## src/rtl/fp_addsub_seq.sv

```systemverilog
// fp_addsub_seq: sequential floating-point add/subtract with GRS rounding, specials, flags.
// Define FP_ADDSUB_ROUND_EN for round-to-nearest-even; otherwise truncation with saturating overflow.
module fp_addsub_seq #(
    parameter int EXP_W = 8,
    parameter int MAN_W = 23
) (
    input  logic                     clk,
    input  logic                     rst,
    input  logic                     in_valid,
    output logic                     in_ready,
    input  logic [EXP_W+MAN_W:0]     in_a,
    input  logic [EXP_W+MAN_W:0]     in_b,
    input  logic                     in_op,
    output logic                     out_valid,
    input  logic                     out_ready,
    output logic [EXP_W+MAN_W:0]     out_data,
    output logic [3:0]               out_flags
);
    localparam int W = EXP_W + MAN_W + 1;
    localparam int M = MAN_W + 4;
    localparam int E = EXP_W + 1;
    localparam logic [EXP_W-1:0] EMAX = '1;
    localparam logic [EXP_W-1:0] E1 = 1;
    localparam logic [E-1:0] ONE = 1;
    localparam logic [W-1:0] QNAN = {1'b0, EMAX, 1'b1, {(MAN_W-1){1'b0}}};
    typedef enum logic [2:0] {IDLE, ALIGN, ADD, NORM, ROUND, DONE} state_t;
    state_t state;
    logic [W-1:0] a, b, res;
    logic op, sx, sy, sub, rs;
    logic [E-1:0] ex;
    logic [M-1:0] mx, my;
    logic [M:0] mant;
    logic [3:0] flg;
    logic sa, sb, nan_a, nan_b, inf_a, inf_b, a_big;
    logic [EXP_W-1:0] ea_f, eb_f, ea, eb, diff;
    logic [M-1:0] ma, mb, m_small, sh;
    logic ge, inc, inexact, ovf;
    logic [M:0] sum;
    logic [MAN_W+1:0] rsum;
    logic [MAN_W:0] rm;
    logic [E-1:0] re;
    logic [W-1:0] rnd;
`ifdef FP_ADDSUB_ROUND_EN
    assign inc = mant[2] & (mant[1] | mant[0] | mant[3]);
    localparam logic [W-2:0] SAT = {EMAX, {MAN_W{1'b0}}};
`else
    assign inc = 1'b0;
    localparam logic [W-2:0] SAT = {EMAX - E1, {MAN_W{1'b1}}};
`endif
    assign in_ready = (state == IDLE) & ~rst;
    // Unpack and align: exponent field 0 behaves as exponent 1 without the hidden bit.
    always_comb begin
        sa = a[W-1];
        sb = b[W-1] ^ op;
        ea_f = a[W-2:MAN_W];
        eb_f = b[W-2:MAN_W];
        ea = (ea_f == '0) ? E1 : ea_f;
        eb = (eb_f == '0) ? E1 : eb_f;
        ma = {ea_f != '0, a[MAN_W-1:0], 3'b000};
        mb = {eb_f != '0, b[MAN_W-1:0], 3'b000};
        nan_a = (ea_f == EMAX) && (a[MAN_W-1:0] != '0);
        nan_b = (eb_f == EMAX) && (b[MAN_W-1:0] != '0);
        inf_a = (ea_f == EMAX) && (a[MAN_W-1:0] == '0);
        inf_b = (eb_f == EMAX) && (b[MAN_W-1:0] == '0);
        a_big = ea >= eb;
        diff = a_big ? ea - eb : eb - ea;
        m_small = a_big ? mb : ma;
        sh = (m_small >> diff) | {{(M-1){1'b0}}, |(m_small & ~({M{1'b1}} << diff))};
    end
    always_comb begin
        ge = mx >= my;
        sum = !sub ? {1'b0, mx} + {1'b0, my} : ge ? {1'b0, mx} - {1'b0, my} : {1'b0, my} - {1'b0, mx};
    end
    always_comb begin
        inexact = |mant[2:0];
        rsum = {1'b0, mant[M-1:3]} + {{(MAN_W+1){1'b0}}, inc};
        rm = rsum[MAN_W+1] ? rsum[MAN_W+1:1] : rsum[MAN_W:0];
        re = ex + {{EXP_W{1'b0}}, rsum[MAN_W+1]};
        ovf = re >= {1'b0, EMAX};
        rnd = ovf ? {rs, SAT} : {rs, rm[MAN_W] ? re[EXP_W-1:0] : {EXP_W{1'b0}}, rm[MAN_W-1:0]};
    end
    always_ff @(posedge clk) begin
        if (rst) begin
            state <= IDLE;
            out_valid <= 1'b0;
            out_data <= '0;
            out_flags <= '0;
        end else begin
            case (state)
                IDLE: if (in_valid) begin
                    a <= in_a;
                    b <= in_b;
                    op <= in_op;
                    state <= ALIGN;
                end
                ALIGN: begin
                    flg <= '0;
                    if (nan_a | nan_b | (inf_a & inf_b & (sa != sb))) begin
                        res <= QNAN;
                        flg <= 4'b1000;
                        state <= DONE;
                    end else if (inf_a | inf_b) begin
                        res <= {inf_a ? sa : sb, EMAX, {MAN_W{1'b0}}};
                        state <= DONE;
                    end else begin
                        ex <= {1'b0, a_big ? ea : eb};
                        sx <= a_big ? sa : sb;
                        sy <= a_big ? sb : sa;
                        mx <= a_big ? ma : mb;
                        my <= sh;
                        sub <= sa ^ sb;
                        state <= ADD;
                    end
                end
                ADD: begin
                    mant <= sum;
                    rs <= (sub && !ge) ? sy : sx;
                    // Only a same-sign add of two zeros keeps a negative zero.
                    if (sum == '0) begin
                        res <= {sub ? 1'b0 : sx, {(W-1){1'b0}}};
                        state <= DONE;
                    end else state <= NORM;
                end
                NORM: begin
                    if (mant[M]) begin
                        mant <= {1'b0, mant[M:2], mant[1] | mant[0]};
                        ex <= ex + ONE;
                        state <= ROUND;
                    end else if (mant[M-1] || ex == ONE) state <= ROUND;
                    else begin
                        mant <= {mant[M-1:0], 1'b0};
                        ex <= ex - ONE;
                    end
                end
                ROUND: begin
                    res <= rnd;
                    flg <= {1'b0, ovf, ~ovf & ~rm[MAN_W] & inexact, inexact | ovf};
                    state <= DONE;
                end
                DONE: if (!out_valid) begin
                    out_valid <= 1'b1;
                    out_data <= res;
                    out_flags <= flg;
                end else if (out_ready) begin
                    out_valid <= 1'b0;
                    state <= IDLE;
                end
                default: state <= IDLE;
            endcase
        end
    end
endmodule

```

## config.mk

```make
export PLATFORM = sky130hd
export DESIGN_NAME = fp_addsub_seq
export DESIGN_NICKNAME = d
export VERILOG_FILES = /design/src/rtl/fp_addsub_seq.sv
export SDC_FILE = /design/constraint.sdc
export NUM_CORES = 1
export LEC_CHECK = 0
export ABC_AREA = 1
export BUFFER_PORTS_ARGS = -buffer_cell sky130_fd_sc_hd__buf_2
export CAP_MARGIN = 20
export CORE_MARGIN = 3
export CORE_UTILIZATION = 47
export CTS_CLUSTER_DIAMETER = 60
export CTS_CLUSTER_SIZE = 25
export DETAILED_ROUTE_END_ITERATION = 12
export HOLD_SLACK_MARGIN = 0.03
export PLACE_DENSITY = 0.72
export SYNTH_ARGS = -nofsm -noshare
export SYNTH_HDL_FRONTEND = slang
export SYNTH_SLANG_ARGS = --single-unit
```

## constraint.sdc

```tcl
create_clock -name clk -period 5.8 [get_ports clk]
set_clock_uncertainty 0.2 [all_clocks]
set_input_delay 0.58 -clock clk [delete_from_list [all_inputs] [get_ports clk]]
set_output_delay 0.58 -clock clk [all_outputs]
set_load 0.005 [all_outputs]
```

After elaboration in Yosys (flattened, before gate mapping)
Cells that the tools add are included.

Bits in registers: 236. Input bits: 69. Output and inout port bits: 38. Logic and storage cells: 142.

$add $sub $neg: 7. $lt $le $gt $ge: 3. Eq/ne operators: 18. Shift-type cells: 2. Muxes and demuxes: 40. Bitwise logic cells: 21. Reductions and logical operators: 33.

Operators by type and width (number): 28-bit two-way mux (4); 32-bit two-way mux (3); 32-bit one-hot mux with 3 select lines (1); 28-bit one-hot mux with 2 select lines (1); 27-bit by 27-bit subtractor with 28-bit output (2); 27-bit two-way mux (2); 23-bit logical NOT (2); 23-bit nonzero test (2); 8-bit two-way mux (5); 9-bit two-way mux (4); 31-bit two-way mux (1); 27-bit by 27-bit adder with 28-bit output (1); 28-bit logical NOT (1); 27-bit bitwise AND (1); 27-bit >= comparator (1); 27-bit inverter (1); 27-bit by 1-bit bitwise OR with 27-bit output (1); 27-bit OR reduction (1); 27-bit by 8-bit << shifter with 27-bit output, first input constant (1); 27-bit by 8-bit right shift with 27-bit output (1); 3-bit two-way mux (8); 3-bit one-hot mux with 6 select lines (1); 9-bit one-hot mux with 2 select lines (1); 8-bit equality test, second input constant (2); other kinds (32) (76).

Longest topological paths before layout
Gate-level depths: netlist (run 1).

Depth after elaboration: 9. Mapped depth: 28.

Least setup slack after synthesis (run 1)
OpenSTA, ideal clock, no wires.

Path type: input -> register. Start: input rst. End: register a[0] (enable). Library setup time: 0.568 ns. Data arrival time: 5.245 ns. Setup slack: -0.213 ns. Cell stages on the path: 2. Cell sequence: clkbuf_1 nor3_1.

Cells in the longest elaborated chain, start to end: 2.

Ends and longest elaborated chain: from (decl) (line 8) `input logic rst,`; 1-bit inverter (no line); 3-bit AND reduction (no line); to (signal assigned) (line 91) `a <= in_a;`; to (decl) (line 28) `logic [W-1:0] a, b, res;`.

Every way passes these cells. A chain may end at the register's enable or synchronous reset.

Worst setup path after layout (run 1)
Start: register b[24]. End: register my[0], data pin.

Cells in the longest elaborated chain, start to end: 9.

Ends and longest elaborated chain: from (decl) (line 28); from (signal assigned) (line 92) `b <= in_b;`; 8-bit logical NOT (line 58) `eb = (eb_f == '0) ? E1 : eb_f;`; 8-bit two-way mux (line 58); 8-bit subtractor / 8-bit >= comparator (equally long branches) (line 66, 65); 8-bit two-way mux (line 66) `diff = a_big ? ea - eb : eb - ea;`; 27-bit by 8-bit << shifter with 27-bit output (line 68) `sh = (m_small >> diff) | {{(M-1){1'b0}}, |(m_small & ~({M{1'b1}} << diff))};`; 27-bit inverter (line 68); 27-bit bitwise AND (line 68); 27-bit OR reduction (line 68); 27-bit by 1-bit bitwise OR with 27-bit output * (line 68); net sh[0] (line 36) `logic [M-1:0] ma, mb, m_small, sh;`; to (signal assigned) (line 110) `my <= sh;`; to (decl) (line 31) `logic [M-1:0] mx, my;`.

The timed path passes the listed nets; every way through them passes the cells marked *.

==> flow_metrics.tcl, run 1 <==
set metrics [dict create \
    clk_pin_slew_worst_paths_ps 70 \
    tightest_slew_ps 1139 \
    reg2reg_to "my[0]" \
    post_cts_resize_count 0 \
    io_buffers 106 \
    timing.final.crit_share 0.8542 \
    critPathLaunch "b[24]" \
    num_io_pins 107 \
    layout_setup_ws_ps 845.5 \
    antenna_cells 0 \
    post_drt_wl_per_cell_um 18.12 \
    cts_num_sinks 233 \
    place_ws_ps 945.6 \
    slew_headroom 0.2377 \
    synth_nets 2603 \
    synth-main-ff-cell "edfxtp_1" \
    syn_area_per_cell_um2 7.140 \
    r2r_slack_ps 850 \
    clock_latency_ps 530 \
    grt_antenna_before_repair 0 \
    path_class "register to register" \
    root_buffer "clkbuf_16" \
    period_needed_ps 4954 \
    setup-violations-final 0 \
    syn2layout_area_growth_pct 11.41 \
    synth_top_area_cell "edfxtp_1" \
    dp_hpwl_um 42950 \
    clock_path_buffers 3 \
    hold_buffers 61 \
    start_kind "register" \
    max-vdd-ir-drop_v 0.0003158 \
    synth.top_cell.area_share 0.3328 \
    slew_viol_final 0 \
    die_w_um 198.5 \
    leakage_nw 9.234 \
    arrival_ps 5030 \
    cp-end-kind "register" \
    rr_worst_depth 26 \
    gp_congestion 0.9946 \
    grt_overflow 0 \
    yosysSeqAreaShare 0.3788 \
    netlist_area_mm2 0.01741 \
    drive_gt1_frac 0.08970 \
    post_cts_buffers 0 \
    outcome "complete, no violations" \
    finalHoldViolCount 0 \
    worstReg2RegStart "b[24]" \
    htreeDepth 1 \
    ys_types 52 \
    regArea_mm2 0.006596 \
    maxCapViolations 0 \
    ys_ff_latch 233 \
    multiInputGateArea_mm2 0.008989 \
    worst_hold_path_type "input port to register" \
    crit_required_ps 5880 \
    grt_pass1_wl_um 85190 \
    grt_pass1_vias 15900 \
    routed_wl_um 54610 \
    worstPathMaxFanout 35 \
    syn_inst 2439 \
    nFillCells 3472 \
    vias 16610 \
    crit_end "my[0]" \
    nets 2702 \
    fp.coreArea_mm2 0.03600 \
    rows 69 \
    cts_made_buffers 21 \
    power_density_mw_per_mm2 428.1 \
    synth_edf_count 193 \
    finalPower_mw 8.306 \
    die_area_mm2 0.03940 \
    hp-start "in_a[17]" \
    vias_per_cell 5.511 \
    drc 0 \
    finalSetupTns_ps 0 \
    grtUsageTotal 0.2727 \
    synth_area_leaders "edfxtp_1, nand2_1, inv_1" \
    dr.pass1.iters 6 \
    drtAntennaViolNets 0 \
    async_flop_share 0 \
    yosys_warnings 0 \
    rsz0062_at_grt "no" \
    die_y_um 198.5 \
    max_freq_mhz 201.8 \
    drt_iter0_markers 1608 \
    cts_tree "built" \
    initial_core_util 0.4837 \
    grt_max_degree 74 \
]
## layout make-up
cell class | count | share of cell area
inverters | 344 | 0.06655
clock buffers | 22 | 0.02728
repair buffers | 183 | 0.06526
well taps | 461 | 0.02973
flip-flops and latches | 233 | 0.3400
clock inverters | 16 | 0.007868
multi-input cells | 1755 | 0.4633
## cell usage in the layout, fill, tap and decap left out, drive strengths merged, types with 36 or more instances in the layout
| cell | count |
|---|---|
| o21ai | 207 |
| nand3 | 177 |
| nor2 | 263 |
| inv | 353 |
| edfxtp | 193 |
| nand2 | 709 |
| dlygate4sd3 | 63 |
| xor2 | 36 |
| ha | 91 |
| buf | 120 |
| a21oi | 102 |
| dfxtp | 40 |
## flip-flops by register name, indices dropped and copies added (netlist names), 3 cells and up
| signal | flops |
|---|---|
| a | 32 |
| b | 32 |
| ex | 9 |
| flg | 4 |
| mant | 28 |
| mx | 24 |
| my | 27 |
| out_data | 32 |
| out_flags | 4 |
| res | 32 |
| state | 3 |
## critical path, stage by stage (launching register included)
cell and delay, ps:
edfxtp_1 490, inv_1 180, nand4_1 150, nor2_1 150, nor2_1 90, inv_1 60, ha_1 160, inv_1 80
fa_1 430, nand3_1 90, nand2_1 100, o21ai_2 190, nand2_4 180, inv_2 480, nand2_1 140, nand2_2 160
nand2_4 150, inv_2 220, nand2_1 240, nand2_1 160, o21ai_1 70, nand2_1 70, nand2_1 60, nor2_1 120
nand3_1 100, nor2_1 110, nand3_1 70
## cells by family after synthesis
logic type	count (synthesis)	synth area share
flip-flops	233	0.3788
AND/OR/NAND/NOR	1232	0.2987
AO/OA/AOI/OAI	390	0.1269
buffers and inverters	451	0.1066
adder cells (fa/ha/maj)	95	0.06998
XOR/XNOR	38	0.01911
## synthesized netlist by cell type, drive strengths merged (15+ instances only)
cell type,count
nand2,709
inv,341
edfxtp,193
clkbuf,46
o221ai,26
nor3,26
ha,91
nor4,15
nand4,32
o21ai,207
a21oi,102
nand3,177
dfxtp,40
nor2,263
xor2,36
buf,61
## report_power, final
part | internal (mW) | total (mW) | switching [mW]
registers | 2.26 | 2.43 | 0.173
clock network | 0.708 | 1.40 | 0.694
logic | 1.26 | 4.47 | 3.21
## how the worst min path moves through the flow
| stage | to | slack, ps | cells past startpoint |
|---|---|---|---|
| final | a[17] | 40 | 1 |
| after global routing | a[17] | 30 | 1 |
| after CTS | a[14] | 30 | 1 |
| after detailed placement | out_data[17] | 260 | 2 |
| after global placement | out_data[11] | 250 | 2 |
| after floorplan | out_data[0] | 250 | 2 |
## layer usage
metal,routed length (um),share of wire,vias up,global-route usage
met1,24110,0.44,7727,0.3750
met3,3416,0.063,128,0.02930
li1,-,-,8155,-
met5,0,0,-,0
met2,24890,0.46,600,0.4509
met4,2196,0.040,0,0.09448
## metrics by stage
stage / utilization / cells / hold WS (ps) / instance area [um2]
floorplan: - / 2439 / 247.4 / 17420
global placement: 0.5025 / 2913 / 253.6 / 18090
detailed placement: 0.5025 / 2913 / 257.8 / 18090
CTS: 0.5384 / 3012 / 31.12 / 19380
global route: 0.5389 / 3014 / 26.44 / 19400
finish: 0.5389 / 3014 / 38.69 / 19400
Note: power is estimated with default switching activity, not from simulation.
==> run 2, diff against run 1 <==
Settings changed: PLACE_DENSITY 0.72 to 0.69.
Clock period 5.8 ns to 6.3 ns, I/O delays scaled along.
==> flow_metrics.tcl, run 2 (synthesis results as in run 1) <==
set metrics [dict create \
    post_cts_buffers 0 \
    num_io_pins 107 \
    drt_iter0_markers 1371 \
    cp-end-kind "register" \
    timing.final.crit_share 0.8331 \
    crit_required_ps 6370 \
    drtAntennaViolNets 0 \
    outcome "complete, no violations" \
    worstPathMaxFanout 54 \
    dp_hpwl_um 41550 \
    path_class "register to register" \
    fp.coreArea_mm2 0.03600 \
    drc 0 \
    worstReg2RegStart "a[24]" \
    die_area_mm2 0.03940 \
    layout_commonest_cell "nand2_1" \
    clk_pin_slew_worst_paths_ps 70 \
    power_density_mw_per_mm2 403.0 \
    slew_viol_final 0 \
    dr.pass1.iters 8 \
    max_freq_mhz 190.5 \
    cts_num_sinks 233 \
    gp_congestion 1.008 \
    rr_worst_depth 22 \
    cts_tree "built" \
    grtUsageTotal 0.2626 \
    finalHoldViolCount 0 \
    placed_cells 2916 \
    vias 16300 \
    finalPower_mw 7.589 \
    min_delay_path_depth 1 \
    maxCapViolations 0 \
    die_w_um 198.5 \
    arrival_ps 5320 \
    die_y_um 198.5 \
    rows 69 \
    grt_max_degree 71 \
    tightest_slew_ps 1036 \
    worst_hold_path_type "input port to register" \
    nets 2642 \
    io_buffers 106 \
    root_buffer "clkbuf_16" \
    finalSetupTns_ps 0 \
    finalCoreUtilization 0.5232 \
    syn2layout_area_growth_pct 8.155 \
    grt_overflow 0 \
    start_kind "register" \
    post_cts_resize_count 0 \
    mostFrequentLayoutCells "nand2_1, inv_1, nor2_1" \
    antenna_cells 0 \
    period_needed_ps 5248 \
    rsz0062_at_grt "no" \
    drive_gt1_frac 0.09270 \
    r2r_slack_ps 1050 \
    slew_headroom 0.3095 \
    hold_buffers 0 \
    post_drt_wl_per_cell_um 17.72 \
    hp-start "in_a[31]" \
    clock_path_buffers 3 \
    clock_latency_ps 530 \
    routed_wl_um 52330 \
    cts_made_buffers 20 \
    fin_cells 2953 \
    grt_pass1_wl_um 82010 \
    setup-violations-final 0 \
    htreeDepth 1 \
    max-vdd-ir-drop_v 0.0003092 \
    initial_core_util 0.4837 \
    vias_per_cell 5.520 \
    reg2reg_to "my[0]" \
    leakage_nw 9.001 \
    grt_pass1_vias 15240 \
    hold_end "a[31]" \
    grt_antenna_before_repair 0 \
]
==> run 2: how the worst max path moves through the flow <==
stage | start | to | cells past startpoint | slack, ps
floorplan | rst | a[0] | 2 | 240
global placement | a[24] | my[0] | 22 | 1180
detailed placement | a[24] | my[0] | 22 | 1130
CTS | a[24] | my[0] | 22 | 1100
global route | a[24] | my[0] | 22 | 510
finish | a[24] | my[0] | 22 | 1050
==> run 2: power by group <==
| part | total, mW | switching (mW) | internal, mW |
|---|---|---|---|
| combinational | 4.06 | 2.91 | 1.14 |
| sequential | 2.23 | 0.159 | 2.08 |
| clock | 1.30 | 0.640 | 0.658 |
| total | 7.59 | 3.71 | 3.88 |
==> run 2: worst max-delay path: stages, from the launching register on <==
cell      delay [ps]
edfxtp_1         510
nor4_1           280
nand2_1          100
inv_1            100
nor2_1            70
ha_1             970
inv_2             90
nor3_2           200
o21ai_2           90
nand2_4          240
inv_2            290
nand2_1          160
nand2_2          110
nor2_8           530
nand2_1          320
nand2_1          160
o21ai_1           70
nand2_1           70
nand2_1           60
nor2_1           100
nand3_1           90
nor2_1           100
nand3_1           80
==> run 2: per-stage QoR <==
step | instance area (um2) | setup slack [ps] | hold WS [ps]
CTS | 18810 | 1098 | 48.85
global route | 18830 | 513.8 | 50.92
finish | 18830 | 1052 | 76.91
detailed placement | 18100 | 1125 | 257.4
floorplan | 17410 | 237.5 | 247.4
global placement | 18100 | 1175 | 254.3
==> run 2: area by class of cell <==
| type | count | area, um2 |
|---|---|---|
| multi-input cells | 1755 | 8982 |
| well taps | 461 | 576.8 |
| repair buffers | 124 | 678.2 |
| inverters | 344 | 1291 |
| clock buffers | 21 | 525.5 |
| flip-flops and latches | 233 | 6596 |
| clock inverters | 15 | 183.9 |
| fillers | 3595 | 17170 |
==> run 2: per-layer routing <==
metal | global-route usage | part of all wire | vias to the layer above
met5 | 0 | 0 | -
met4 | 0.09136 | 0.038 | 0
li1 | - | - | 8029
met3 | 0.02608 | 0.063 | 103
met2 | 0.4301 | 0.46 | 573
met1 | 0.3659 | 0.44 | 7595
==> run 3, diff against run 2 <==
Settings changed: ABC_AREA 1 to 0, PLACE_DENSITY 0.69 to 0.72.
Clock period 6.3 ns to 4.3 ns, I/O delays scaled along.
==> flow_metrics.tcl, run 3 <==
set metrics [dict create \
    outcome "finished, violations left" \
    violations "negative setup slack" \
    die_y_um 194.3 \
    crit_path_top_delay_cell "edfxtp_1" \
    grtUsageTotal 0.2867 \
    clock_path_buffers 3 \
    finalPower_mw 8.597 \
    nets 2558 \
    slew_viol_final 0 \
    synth.top_cell.area_share 0.3480 \
    tightest_slew_ps 939.6 \
    cp_cell_sequence "nor4_4 > a21oi_2 > inv_1 > ha_2 > inv_2 > fa_2 > a21o_1 > a211oi_4 > o21bai_4 > clkbuf_16 > mux2i_2 > buf_4 > and2_4 > buf_4 > a21oi_2 > and3b_2 > o2111ai_1 > or3_1 > or4_4" \
    crit_required_ps 4360 \
    drt_iter0_markers 1599 \
    max_freq_mhz 209.3 \
    cp-end-kind "register" \
    power_density_mw_per_mm2 369.4 \
    grt_pass1_wl_um 87150 \
    synth_nets 2041 \
    syn_inst 1877 \
    place_ws_ps -564.3 \
    slowest_delay_ps 440 \
    synth_edf_count 193 \
    finalInstanceArea_mm2 0.02327 \
    drc 0 \
    finalSetupTns_ps -12770 \
    cp_top_family "simple AND/OR/NAND/NOR gates" \
    synth-main-ff-cell "edfxtp_1" \
    async_flop_share 0 \
    vias 16700 \
    leakage_nw 9.569 \
    layout_commonest_cell "buf_4" \
    grt_pass1_vias 15960 \
    yosys_warnings 0 \
    start_kind "register" \
    vias_per_cell 5.828 \
    drive_gt1_frac 0.3332 \
    fin_cells 2865 \
    max-vdd-ir-drop_v 0.0004370 \
    ys_types 92 \
    worstPathMaxFanout 6 \
    worst_hold_path_type "input port to register" \
    path_buf_inv 5 \
    post_drt_wl_per_cell_um 20.01 \
    arrival_ps 4840 \
    gp_congestion 1.051 \
    netlist_area_mm2 0.01666 \
    dp_hpwl_um 42820 \
    mostFrequentLayoutCells "buf_4, nand2_1, edfxtp_1" \
    htreeDepth 1 \
    die_area_mm2 0.03773 \
    finalHoldViolCount 0 \
    timing.final.crit_share 1.111 \
    path_class "register to register" \
    io_buffers 106 \
    clock_latency_ps 550 \
    maxCapViolations 0 \
    clk_pin_slew_worst_paths_ps 80 \
    grt_antenna_before_repair 0 \
    place_area_mm2 0.02045 \
    placed_cells 2707 \
    synth_top_area_cell "edfxtp_1" \
    cts_num_sinks 233 \
    initial_core_util 0.4798 \
    fin_hold_ws_ps 149.2 \
    rsz0062_at_grt "yes" \
    cts_made_buffers 22 \
    rows 68 \
    period_needed_ps 4777 \
    setup-violations-final 55 \
    grt_max_degree 66 \
    multiInputGateArea_mm2 0.01003 \
    layout_setup_ws_ps -476.9 \
    routed_wl_um 57330 \
    ys_ff_latch 233 \
    antenna_cells 0 \
    grt_overflow 0 \
    cts_tree "built" \
    finalCoreUtilization 0.6703 \
    syn_area_per_cell_um2 8.874 \
    yosysSeqAreaShare 0.3960 \
    die_w_um 194.3 \
    synth_area_leaders "edfxtp_1, ha_1, a21oi_1" \
    root_buffer "clkbuf_16" \
    syn2layout_area_growth_pct 39.71 \
    num_io_pins 107 \
    nFillCells 2676 \
    dr.pass1.iters 6 \
    fp.coreArea_mm2 0.03471 \
    yosys-top-cells-count "nand2_1, a21oi_1, edfxtp_1, nor2_1" \
    regArea_mm2 0.006596 \
    synth_most_common_cell "nand2_1" \
    drtAntennaViolNets 0 \
    slew_headroom 0.3736 \
]
==> run 3: report_power, final <==
part	internal [mW]	switching, mW	leakage [nW]	total (mW)
Sequential	2.64	0.135	2.09	2.78
Clock	1.06	1.02	0.379	2.08
Combinational	1.75	1.99	7.10	3.74
Total	5.46	3.14	9.57	8.60
==> run 3: final cells by class <==
type,instances,area share
inverter,99,0.01608
sequential,233,0.2835
timing repair buffer,622,0.2107
tap,455,0.02447
multi-input combinational,1416,0.4311
clock inverter,17,0.009410
clock buffer,23,0.02473
==> run 3: cells by family (layout without fill, tap and decap cells) <==
family,Yosys count,count (layout),synth area share
multiplexers,102,102,0.06783
adder cells (fa/ha/maj),97,97,0.07444
XOR/XNOR,36,36,0.02028
AND/OR/NAND/NOR,650,650,0.1818
flip-flops,233,233,0.3960
buffers and inverters,228,761,0.05604
AO/OA/AOI/OAI,531,531,0.2036
==> run 3: layer usage <==
| layer | vias up | global-route usage | share of wire |
|---|---|---|---|
| met1 | 7922 | 0.3699 | 0.41 |
| met2 | 722 | 0.4776 | 0.47 |
| met3 | 180 | 0.04796 | 0.069 |
| li1 | 7873 | - | - |
| met5 | - | 0 | 0 |
| met4 | 0 | 0.1242 | 0.050 |
==> run 3: timing repair <==
item                                   CTS  global route
pin swaps                               39            57
gates resized for setup                 78           123
hold buffers                            66             0
gates cloned                             6             1
endpoints found under the hold margin   66             0
setup endpoints to repair               54            61
buffers inserted                        25            23
==> run 3: worst reg2reg max path: stages (launching register included) <==
cell       delay, ps
edfxtp_1         440
nor4_4           350
a21oi_2          110
inv_1             70
ha_2             190
inv_2             40
fa_2             330
a21o_1           240
a211oi_4         310
o21bai_4         190
clkbuf_16        220
mux2i_2          200
buf_4            170
and2_4           150
buf_4            110
a21oi_2           70
and3b_2          260
o2111ai_1        100
or3_1            320
or4_4            420
==> run 3: worst paths after layout <==
check / from / end / slack [ps] / depth (start not counted)
max reg2reg: b[23] / my[0] / -480 / 19
min: in_valid / state[2] / 150 / 5
max: b[23] / my[0] / -480 / 19
min reg2reg: out_data[20] / out_data[20] / 250 / 2
